**config.mk**
```make
export PLATFORM = sky130hd
export DESIGN_NAME = ad_sample_averager
export DESIGN_NICKNAME = d
export VERILOG_FILES = /design/src/rtl/ad_pkg.sv /design/src/rtl/ad_strobe_sync.sv /design/src/rtl/ad_sample_averager.sv
export SDC_FILE = /design/constraint.sdc
export NUM_CORES = 1
export LEC_CHECK = 0
export ABC_AREA = 1
export ABC_CLOCK_PERIOD_IN_PS = 1830
export CAP_MARGIN = 20
export CORE_ASPECT_RATIO = 0.75
export CORE_MARGIN = 4
export CORE_UTILIZATION = 35
export CTS_BUF_LIST = sky130_fd_sc_hd__clkbuf_2
export DETAILED_ROUTE_END_ITERATION = 16
export MAX_ROUTING_LAYER = met4
export PLACE_DENSITY_LB_ADDON = 0.2
export SYNTH_ARGS = -nofsm -noshare
export SYNTH_HDL_FRONTEND = slang
export SYNTH_SLANG_ARGS = --single-unit
```
**constraint.sdc**
```tcl
create_clock -name sys_clk -period 1.83 [get_ports sys_clk]
set_clock_uncertainty 0.15 [all_clocks]
set_input_delay 0.366 -clock sys_clk [delete_from_list [all_inputs] [get_ports sys_clk]]
set_output_delay 0.366 -clock sys_clk [all_outputs]
set_load 0.03 [all_outputs]
```
**src/rtl/ad_pkg.sv**
```systemverilog
// Shared types and helpers for the AD7266 sample averager.
// Holds the sample width, FSM state encoding and sign/abs helpers.
package ad_pkg;

    localparam int AD_DATA_W = 12;

    typedef enum logic [1:0] {
        ST_IDLE,
        ST_WAIT,
        ST_CAPTURE,
        ST_OUTPUT
    } ad_state_e;

    function automatic logic signed [31:0] sign_ext(
        input logic [AD_DATA_W-1:0] x
    );
        return 32'(signed'(x));
    endfunction

    // |x| with the most negative code clamped to the largest positive code
    function automatic logic [AD_DATA_W-1:0] abs_sat(
        input logic [AD_DATA_W-1:0] x
    );
        logic [AD_DATA_W-1:0] n;
        n = -x;
        if (!x[AD_DATA_W-1]) return x;
        if (n[AD_DATA_W-1]) return {1'b0, {(AD_DATA_W-1){1'b1}}};
        return n;
    endfunction

endpackage

```
**src/rtl/ad_strobe_sync.sv**
```systemverilog
// Two-flop synchronizer for the reader's frame-done strobe,
// followed by a falling-edge detector producing a 1-cycle pulse.
module ad_strobe_sync (
    input  logic clk,
    input  logic rst,
    input  logic async_i,
    output logic fall_o
);

    logic s1_q;
    logic s2_q;
    logic s3_q;

    always_ff @(posedge clk) begin
        if (rst) begin
            s1_q <= 1'b0;
            s2_q <= 1'b0;
            s3_q <= 1'b0;
        end else begin
            s1_q <= async_i;
            s2_q <= s1_q;
            s3_q <= s2_q;
        end
    end

    assign fall_o = s3_q & ~s2_q;

endmodule

```
**src/rtl/ad_sample_averager.sv**
```systemverilog
// Box-car averager of 2**LOG2_N A/B sample pairs from the AD7266 reader.
// Optional per-channel peak-|x| hold is built when PEAK_HOLD_EN is defined.
module ad_sample_averager
    import ad_pkg::*;
#(
    parameter int DATA_W = AD_DATA_W,
    parameter int LOG2_N = 4
) (
    input  logic              sys_clk,
    input  logic              rst,
    input  logic              en,
    input  logic              rd_done_in,
    input  logic [DATA_W-1:0] a_in,
    input  logic [DATA_W-1:0] b_in,
    output logic [DATA_W-1:0] avg_a,
    output logic [DATA_W-1:0] avg_b,
    output logic              avg_valid,
    output logic [LOG2_N-1:0] frame_cnt,
    output logic [DATA_W-1:0] peak_a,
    output logic [DATA_W-1:0] peak_b
);

    localparam int ACC_W = DATA_W + LOG2_N;

    logic              cap_stb;
    ad_state_e         state_q, state_d;
    logic [ACC_W-1:0]  acc_a_q, acc_a_d;
    logic [ACC_W-1:0]  acc_b_q, acc_b_d;
    logic [LOG2_N-1:0] cnt_q, cnt_d;
    logic [DATA_W-1:0] avg_a_q, avg_a_d;
    logic [DATA_W-1:0] avg_b_q, avg_b_d;
    logic              vld_q, vld_d;
    logic              cap_ovr_q, cap_ovr_d;
    logic [ACC_W-1:0]  sum_a;
    logic [ACC_W-1:0]  sum_b;

    ad_strobe_sync u_sync (
        .clk     (sys_clk),
        .rst     (rst),
        .async_i (rd_done_in),
        .fall_o  (cap_stb)
    );

    assign sum_a = acc_a_q + ACC_W'(sign_ext(a_in));
    assign sum_b = acc_b_q + ACC_W'(sign_ext(b_in));

    // The average is registered on the final CAPTURE so that it is
    // presented together with avg_valid during the OUTPUT cycle.
    always_comb begin
        state_d   = state_q;
        acc_a_d   = acc_a_q;
        acc_b_d   = acc_b_q;
        cnt_d     = cnt_q;
        avg_a_d   = avg_a_q;
        avg_b_d   = avg_b_q;
        vld_d     = 1'b0;
        cap_ovr_d = cap_ovr_q;
        if (cap_stb && (state_q == ST_CAPTURE || state_q == ST_OUTPUT))
            cap_ovr_d = 1'b1;
        if (!en) begin
            state_d = ST_IDLE;
            acc_a_d = '0;
            acc_b_d = '0;
            cnt_d   = '0;
        end else begin
            unique case (state_q)
                ST_IDLE: state_d = ST_WAIT;
                ST_WAIT: if (cap_stb) state_d = ST_CAPTURE;
                ST_CAPTURE: begin
                    acc_a_d = sum_a;
                    acc_b_d = sum_b;
                    cnt_d   = cnt_q + 1'b1;
                    state_d = ST_WAIT;
                    if (cnt_q == '1) begin
                        avg_a_d = sum_a[ACC_W-1:LOG2_N];
                        avg_b_d = sum_b[ACC_W-1:LOG2_N];
                        vld_d   = 1'b1;
                        state_d = ST_OUTPUT;
                    end
                end
                ST_OUTPUT: begin
                    acc_a_d = '0;
                    acc_b_d = '0;
                    cnt_d   = '0;
                    state_d = ST_WAIT;
                end
                default: state_d = ST_IDLE;
            endcase
        end
    end

    always_ff @(posedge sys_clk) begin
        if (rst) begin
            state_q   <= ST_IDLE;
            acc_a_q   <= '0;
            acc_b_q   <= '0;
            cnt_q     <= '0;
            avg_a_q   <= '0;
            avg_b_q   <= '0;
            vld_q     <= 1'b0;
            cap_ovr_q <= 1'b0;
        end else begin
            state_q   <= state_d;
            acc_a_q   <= acc_a_d;
            acc_b_q   <= acc_b_d;
            cnt_q     <= cnt_d;
            avg_a_q   <= avg_a_d;
            avg_b_q   <= avg_b_d;
            vld_q     <= vld_d;
            cap_ovr_q <= cap_ovr_d;
        end
    end

    assign avg_a     = avg_a_q;
    assign avg_b     = avg_b_q;
    assign avg_valid = vld_q;
    assign frame_cnt = cnt_q;

`ifdef PEAK_HOLD_EN
    logic              pk_cap;
    logic              pk_last;
    logic [DATA_W-1:0] abs_a, abs_b, max_a, max_b;
    logic [DATA_W-1:0] run_a_q, run_a_d, run_b_q, run_b_d;
    logic [DATA_W-1:0] peak_a_q, peak_a_d, peak_b_q, peak_b_d;

    assign pk_cap  = en && (state_q == ST_CAPTURE);
    assign pk_last = pk_cap && (cnt_q == '1);
    assign abs_a   = abs_sat(a_in);
    assign abs_b   = abs_sat(b_in);
    assign max_a   = (abs_a > run_a_q) ? abs_a : run_a_q;
    assign max_b   = (abs_b > run_b_q) ? abs_b : run_b_q;

    always_comb begin
        run_a_d  = run_a_q;
        run_b_d  = run_b_q;
        peak_a_d = peak_a_q;
        peak_b_d = peak_b_q;
        if (!en) begin
            run_a_d = '0;
            run_b_d = '0;
        end else if (pk_last) begin
            peak_a_d = max_a;
            peak_b_d = max_b;
            run_a_d  = '0;
            run_b_d  = '0;
        end else if (pk_cap) begin
            run_a_d = max_a;
            run_b_d = max_b;
        end
    end

    always_ff @(posedge sys_clk) begin
        if (rst) begin
            run_a_q  <= '0;
            run_b_q  <= '0;
            peak_a_q <= '0;
            peak_b_q <= '0;
        end else begin
            run_a_q  <= run_a_d;
            run_b_q  <= run_b_d;
            peak_a_q <= peak_a_d;
            peak_b_q <= peak_b_d;
        end
    end

    assign peak_a = peak_a_q;
    assign peak_b = peak_b_q;
`else
    assign peak_a = '0;
    assign peak_b = '0;
`endif

endmodule
```
Yosys cells after proc, flatten, opt, wreduce, memory -nomap -nowiden:

Index checks and enable logic that the tools add are counted.

* bitwise gates (word level): 4
* mux-type cells: 7
* add/sub/neg operators: 3
* reduce and logical (&&, ||, !) cells: 6
* eq/ne operators: 5

Operators with widths (count)
* 16-bit case mux with 2 select lines: 2
* 16-bit adder: 2
* 4-bit case mux with 2 select lines: 1
* 2-bit case mux with 3 select lines: 1
* 4-bit by 1-bit adder with 4-bit output (second input constant): 1
* 2-bit equality test (second input constant): 2
* 4-bit equality test (second input constant): 1
* 2-bit 2-to-1 mux: 2
* 2-bit OR reduction: 2
* 1-bit NOT: 3
* 3-bit AND reduction: 1
* 3-bit OR reduction: 1
* 2-bit by 1-bit equality test with 1-bit output (second input constant): 1
* 2-bit zero test: 1
* 2-bit != test (second input constant): 1
* 2-bit nonzero test: 1
* 1-bit bitwise AND: 1
* 1-bit 2-to-1 mux: 1

* output and inout port bits: 53
* flip-flop bits (word level): 66
* bits of input ports: 28

Depth between registers and ports, before layout:

Gate-level depths: netlist (run 1).

* depth in word-level cells: 4
* depth in mapped cells: 13

By module:

Synthesis (run 1) repeated with hierarchy kept, for this count alone.

* cell total of the unflattened synthesis: 721
* area total of the unflattened synthesis: 4474.3 um2

Modules (own cells, without submodules)
* ad_sample_averager: instances 1, cells each 710, area each 4381.7 um2
* ad_strobe_sync: instances 1, cells each 11, area each 92.6 um2

Worst setup path before layout (run 1):

No wires, ideal clock.

* path kind: input port to flip-flop
* start: in b_in[2]
* end: reg avg_b_q[1], in the netlist avg_b[1]
* data required time: 1567 ps
* arrival time: 1638 ps
* stages on the path: 8
* library setup time: 113 ps
* path buffers: 0
* slack: -71 ps
* path through: ha_1 -> or2_1 -> nand3_1 -> nand2_1 -> or2_2 -> and2_1 -> o21ai_1 -> inv_1

* cells in the longest elaborated chain, start to end: 1

RTL lines
* start: declaration: RTL line ad_sample_averager.sv:14 `input logic [DATA_W-1:0] b_in,`
* 16-bit adder: RTL line ad_sample_averager.sv:45 `assign sum_b = acc_b_q + ACC_W'(sign_ext(b_in));`
* end signal: assignment: RTL line ad_sample_averager.sv:108 `avg_b_q <= avg_b_d;`
* end: declaration: RTL line ad_sample_averager.sv:31 `logic [DATA_W-1:0] avg_b_q, avg_b_d;`

Every way passes these cells.
A chain may end at the register's enable or synchronous reset.

Final worst setup path (run 1):

* start: reg acc_b_q[0]
* end: reg acc_b_q[8]

* cells in the longest elaborated chain, start to end: 2

RTL lines
* start: declaration: RTL line ad_sample_averager.sv:28 `logic [ACC_W-1:0] acc_b_q, acc_b_d;`
* start signal: assignment: RTL line ad_sample_averager.sv:96 `acc_b_q <= '0;`
* start signal: assignment: RTL line ad_sample_averager.sv:105 `acc_b_q <= acc_b_d;`
* 16-bit adder: RTL line ad_sample_averager.sv:45
* 16-bit case mux with 2 select lines: RTL line ad_sample_averager.sv:66 `unique case (state_q)`

Every way passes these cells.

==> impl_metrics.env, run 1 <==
export IMPL_critPathKind="reg2reg"
export IMPL_htree_levels=3
export IMPL_grt_pass1_wl_um=19200
export IMPL_cts_root_buf="clkbuf_2"
export IMPL_viasPerCell=4.56
export IMPL_drc=0
export IMPL_syn_area_mm2=0.00447
export IMPL_clk_pin_slew_ns=0.22
export IMPL_grtUsageTotal_pct=16.6
export IMPL_ys_seq_area_share_pct=29.6
export IMPL_cts_made_buffers=9
export IMPL_clock_sinks=66
export IMPL_netlist_top_cells_area="dfxtp_1, nand2_1, inv_1, ha_1, nor2_1"
export IMPL_grt_overflow_total=0
export IMPL_ir_worst_vdd_v=0.000353
export IMPL_grt_antenna_before_repair=0
export IMPL_slew_violations=0
export IMPL_ios=81
export IMPL_reg2reg_depth=10
export IMPL_fillers=1233
export IMPL_ys_warn_count=0
export IMPL_reg2reg_from="acc_b_q[0]$_SDFFE_PP0P_"
export IMPL_cts_path_max_buffers=2
export IMPL_grt_max_degree=33
export IMPL_first_global_vias=4015
export IMPL_drt_iter0_markers=253
export IMPL_ant_nets=0
export IMPL_dr_pass1_iters=6
export IMPL_n_antenna_cell=0
export IMPL_fmax_ghz=0.551
export IMPL_crit_path_end="acc_b_q[8]$_SDFFE_PP0P_"
export IMPL_post_route_period_util_pct=99.2
export IMPL_rsz0062_at_grt="yes"
export IMPL_path_max_fanout=3
export IMPL_timing_rr_end="acc_b_q[8]$_SDFFE_PP0P_"
export IMPL_critPathLaunch="acc_b_q[0]$_SDFFE_PP0P_"
export IMPL_wl_per_cell_um=12.9
export IMPL_core_mm2=0.0124
export IMPL_setup_viol=0
export IMPL_cp_end_kind="flop"
export IMPL_hold_viol=0
export IMPL_cts_tree="done"
export IMPL_worst_skew_pair_late_latency_ns=0.55
export IMPL_cellPowerDensity_mw_per_mm2=456
export IMPL_yosysTopAreaCell="dfxtp_1"
export IMPL_synthFlopType="dfxtp_1"
export IMPL_p_leak_uw=0.00306
export IMPL_dieWidth_um=138
export IMPL_drv_cap=0
export IMPL_reg2reg_slack_ns=0.02
export IMPL_place_congestion=0.905
export IMPL_drive_gt1_share_pct=27.1
export IMPL_yosys_register_bits=66
export IMPL_syn_to_final_growth_pct=36.1
export IMPL_die_area_mm2=0.0146
export IMPL_ys_top_cells_by_count="nand2_1, inv_1, nor2_1"
export IMPL_synthMostInstantiatedCell="nand2_1"
export IMPL_final_nets=879
export IMPL_num_rows=35
export IMPL_outcome="complete, no violations"
export IMPL_drt_total_wl_um=12800
export IMPL_critPathRequiredTime_ns=2.15
export IMPL_synth_area_per_cell_um2=6.21
export IMPL_synth_cell_types=32
export IMPL_vias=4505
export IMPL_start_util_pct=36.0
export IMPL_hpwl_um=8990
export IMPL_yosys_area_top_type_share_pct=29.6
export IMPL_hp_class="in2reg"
export IMPL_port_buffers=56
export IMPL_synthCells=719
export IMPL_critical_path_arrival_ns=2.13
export IMPL_synth_edf_count=0
export IMPL_stdcell_area_mm2=0.00608
export IMPL_synthArstFlopShare_pct=0
export IMPL_die_y_um=106
export IMPL_power_uw=2770
export IMPL_min_period_ns=1.81
export IMPL_dpl_cell_area_mm2=0.00540
export IMPL_crit_path_start_kind="flop"
where the power goes:
group / leakage, µW / total, µW / switching [µW] / internal [µW]
clock network: 0.0000692 / 881 / 570 / 311
registers: 0.000541 / 1450 / 2.80 / 1440
logic: 0.00245 / 445 / 262 / 183
total: 0.00306 / 2770 / 835 / 1940
cells in the final DEF (no fill, tap or decap), drive strengths merged:
master,instances
o211a,1
nand3,33
conb,24
xor2,6
dlymetal6s2s,1
bufinv,1
or2,4
a21oi,51
inv,118
nand3b,2
o22ai,2
xnor2,5
nand4,4
nor3,7
o21ai,15
nand2,241
nor2,84
fa,2
dlygate4sd2,1
clkdlybuf4s18,1
clkbuf,15
clkinv,4
clkdlybuf4s50,25
dfxtp,66
and3,1
buf,63
and2,4
clkdlybuf4s15,10
ha,31
critical path, stage by stage, from the launching register on:
cell and delay, ns:
dfxtp_2 0.39, ha_4 0.13, inv_2 0.03, fa_2 0.33
inv_2 0.08, nand3_2 0.08, nand2_4 0.13, a21oi_4 0.07
xnor2_2 0.15, nand2_1 0.09, a21oi_2 0.11
registers in the layout, summed over array words and instances (netlist names):
signal       count
acc_b_q         16
avg_a           12
state_q          2
frame_cnt        4
avg_b           12
acc_a_q         16
u_sync.s3_q      1
u_sync.s1_q      1
avg_valid        1
u_sync.s2_q      1
layout make-up:
| cell class | instances | area (µm²) | area share [%] |
|---|---|---|---|
| Multi-Input combinational cell | 517 | 3110 | 51.2 |
| Sequential cell | 66 | 1340 | 22.1 |
| Timing Repair Buffer | 105 | 872 | 14.3 |
| Inverter | 119 | 447 | 7.35 |
| Tap cell | 166 | 208 | 3.42 |
| Clock buffer | 11 | 55.1 | 0.906 |
| Clock inverter | 4 | 43.8 | 0.720 |
routing by layer:
| layer | vias to the layer above | global-route usage, % | share of wire, % | routed length (µm) |
|---|---|---|---|---|
| met4 | 0 | 3.60 | 0.70 | 89 |
| li1 | 2349 | - | - | - |
| met1 | 2030 | 23.5 | 51 | 6500 |
| met3 | 10 | 4.40 | 4.9 | 632 |
| met5 | - | - | 0 | 0 |
| met2 | 116 | 23.8 | 43 | 5550 |
kinds of logic (layout without fill, tap and decap cells):
| logic type | after synthesis | after routing | synth area share (%) |
|---|---|---|---|
| compound gates | 69 | 69 | 7.90 |
| xor+xnor | 11 | 11 | 2.16 |
| fa+ha+maj | 33 | 33 | 9.58 |
| buf+inv | 159 | 239 | 15.9 |
| flops | 66 | 66 | 29.6 |
| other cells | 1 | 24 | 0.0840 |
| simple gates | 380 | 380 | 34.8 |
through the flow:
stage | hold WS (ns) | util, % | std cells | setup slack [ns] | setup TNS [ns]
5_1_grt | 0.143 | 49.0 | 988 | -0.110 | -1.15
4_1_cts | 0.164 | 45.4 | 980 | 0.000309 | 0
2_1_floorplan | 0.238 | - | 742 | 0.0217 | 0
3_5_place_dp | 0.252 | 43.5 | 964 | -0.633 | -26.13
3_3_place_gp | 0.248 | 43.5 | 964 | -0.590 | -24.71
6_report | 0.188 | 49.0 | 988 | 0.0151 | 0
how the worst min path moves through the flow:
stage,start,end,depth (start not counted)
finish,rd_done_in,u_sync.s1_q$_SDFF_PP0_,3
floorplan,u_sync.s1_q$_SDFF_PP0_,u_sync.s2_q$_SDFF_PP0_,2
global route,rd_done_in,u_sync.s1_q$_SDFF_PP0_,3
CTS,rd_done_in,u_sync.s1_q$_SDFF_PP0_,3
detailed placement,u_sync.s1_q$_SDFF_PP0_,u_sync.s2_q$_SDFF_PP0_,2
global placement,u_sync.s1_q$_SDFF_PP0_,u_sync.s2_q$_SDFF_PP0_,2
timing repair:
| action | 4_1_cts | 5_1_grt |
|---|---|---|
| pin swaps | 7 | 35 |
| buffers inserted | 1 | 8 |
| hold buffers | 0 | 0 |
| setup endpoints to repair | 56 | 59 |
| resized for setup | 130 | 125 |
No activity file was read; power rests on OpenSTA's default activity.
==> run 2, diff against run 1 <==
--- a/config.mk
+++ b/config.mk
@@ -12,6 +12,7 @@
 export CORE_MARGIN = 4
 export CORE_UTILIZATION = 35
 export CTS_BUF_LIST = sky130_fd_sc_hd__clkbuf_2
+export CTS_CLUSTER_SIZE = 25
 export DETAILED_ROUTE_END_ITERATION = 16
 export MAX_ROUTING_LAYER = met4
 export PLACE_DENSITY_LB_ADDON = 0.2
==> results of run 2 <==
Same layout as run 1: the final DEF is identical, and so are final timing and power.
==> RTL edit: new RTL, flow settings as in run 1 <==
Change the package constant `AD_DATA_W` from 12 to 16.
--- a/src/rtl/ad_pkg.sv
+++ b/src/rtl/ad_pkg.sv
@@ -3,5 +3,5 @@
 package ad_pkg;
 
-    localparam int AD_DATA_W = 12;
+    localparam int AD_DATA_W = 16;
 
     typedef enum logic [1:0] {
Ports: changed (6 resized); port bits go from 81 to 105. No check against the original RTL was run, so the function may have changed too.
==> RTL edit against run 1 <==
- cell count up 35%
- area after synthesis up 27%
- synthesized cell count up 29%
- clock power up 11%
- total power up 26%
- final area up 52%
- the flow now finishes with violations (setup timing)
- first-iteration DRC count up 15%
- sequential cell count up 16
- worst setup slack worse by 0.17 ns
- hold slack worse by 0.083 ns
- wire length up 51%
- via count up 38%
- count of clock-buffer cells in the layout down 1
==> RTL edit: results (changes against run 1) <==
outcome: "finished with violations"
violations: "setup timing"
num_vias: 6196  # +38%
finalSetupViolations: 40  # +40
ff2ff_path_depth: 11  # +1
grt_pass1_vias: 5758  # +43%
synth-xor-area-share_pct: 1.69  # -0.46 points
synth_top_area_share_pct: 28.8  # -0.74 points
fin_ws_ns: -0.154  # -0.169 ns
cts.clk_slew.worst_paths_ns: 0.24  # +0.02 ns
drt-total-wl_um: 19200  # +51%
layout-drive-gt1-share_pct: 46.5  # +19 points
synth_seq_area_share_pct: 28.8  # -0.74 points
yosys_warnings: 0  # unchanged
wl_met1_um: 9530  # +47%
r2r-end: "avg_b[3]"
worstPathMaxFanout: 4  # +1
ys_top_cells_by_count: "367 x nand2_1, 128 x inv_1, 82 x dfxtp_1"
antenna_found_initial: 2  # +2
finalSetupTns_ns: -2.73  # -2.73 ns
fin_nets: 1199  # +36%
dr.pass1.iters: 5  # -1
dr_wl_met3_um: 839  # +33%
grt_max_degree: 41  # +24%
port_buffers: 72  # +29%
top_regs: "acc_a_q: 20 flops, acc_b_q: 20 flops"
stdcell_count: 1338  # +35%
ys_types: 34  # +6.3%
grt_first_pass_wirelength_um: 28600  # +49%
r2r-start: "acc_b_q[6]"
met2_length_um: 8650  # +56%
synth.area.top_cells: "dfxtp_1 29%, nand2_1 24%, ha_1 8.6%"
fillers: 1489  # +21%
total_leakage_power_nw: 4.66  # +52%
grtUsageTotal_pct: 19.9  # +3.3 points
synthAdderAreaFrac_pct: 9.28  # -0.30 points
dp_hpwl_um: 13000  # +45%
drtIter0Drc: 290  # +15%
peakVddDrop_mv: 0.349  # -1.2%
synth_cells: 927  # +29%
synth_compound_area_share_pct: 9.34  # +1.4 points
==> RTL edit: changes by cell type in the layout (fill, tap and decap cells not counted), sizes merged, moves of 13 or more <==
cell | run 1 | this run
dfxtp | 66 | 82
a21oi | 51 | 67
buf | 63 | 170
nor2 | 84 | 57
inv | 118 | 131
nand2 | 241 | 368
nand3 | 33 | 59
==> RTL edit: stage by stage <==
stage	hold WS (ns)	cell area [um2]	power (mW)	setup WS (ns)	util [%]
after detailed placement	0.247	7440	2.36	-0.725	46.6
after global routing	0.0693	9260	3.66	-0.252	58.0
after CTS	0.0708	8060	3.41	-0.117	50.5
after floorplan	0.238	5890	2.17	-0.00151	-
final	0.105	9260	3.50	-0.154	58.0
after global placement	0.242	7440	2.37	-0.733	46.6
==> RTL edit: layer usage <==
metal	vias to the layer above	track usage, %
li1	3216	-
met1	2849	28.7
met2	116	29.0
met3	15	4.14
met4	0	3.55
met5	-	-
==> RTL edit: cell type report <==
type | count | area (um2) | share of cell area [%]
Inverter | 132 | 508 | 5.49
Clock inverter | 5 | 46.3 | 0.500
Tap cell | 210 | 263 | 2.84
Clock buffer | 10 | 50.0 | 0.540
Timing Repair Buffer | 206 | 1680 | 18.2
Antenna cell | 2 | 5.00 | 0.0540
Multi-Input combinational cell | 691 | 5000 | 54.0
Sequential cell | 82 | 1710 | 18.4
==> RTL edit: critical path: stages (launching register included) <==
cell and delay, ns:
dfxtp_4 0.41, ha_4 0.27, nand2_4 0.09, inv_4 0.05
nand2_2 0.06, nand2_2 0.06, o21bai_1 0.15, buf_4 0.17
xor2_4 0.16, buf_4 0.14, o21ai_1 0.14, inv_1 0.06
==> RTL edit: what timing repair did <==
action                                  in CTS  in global routing
setup buffers                                4                 19
endpoints found under the setup margin     100                 78
pin swaps                                   31                104
gates resized for setup                    295                313
==> RTL edit: where the power goes <==
group	switching (mW)	internal, mW	total, mW
Sequential	0.00240	1.79	1.79
Combinational	0.418	0.313	0.731
Clock	0.680	0.298	0.979
==> RTL edit: logic make-up after synthesis <==
group | Yosys count
and+or+nand+nor | 507
buffers and inverters | 185
AOI/OAI and AO/OA | 100
DFF | 82
adders and majority gates | 41
xor gates and xnor gates | 11
other | 1
==> RTL edit: how the worst min path moves through the flow <==
stage	slack, ns	endpoint	cells after the start	start
2_1_floorplan	0.24	u_sync.s2_q	2	u_sync.s1_q
3_3_place_gp	0.24	u_sync.s2_q	2	u_sync.s1_q
3_5_place_dp	0.25	u_sync.s2_q	2	u_sync.s1_q
4_1_cts	0.07	u_sync.s1_q	3	rd_done_in
5_1_grt	0.07	u_sync.s1_q	3	rd_done_in
6_report	0.11	u_sync.s1_q	3	rd_done_in
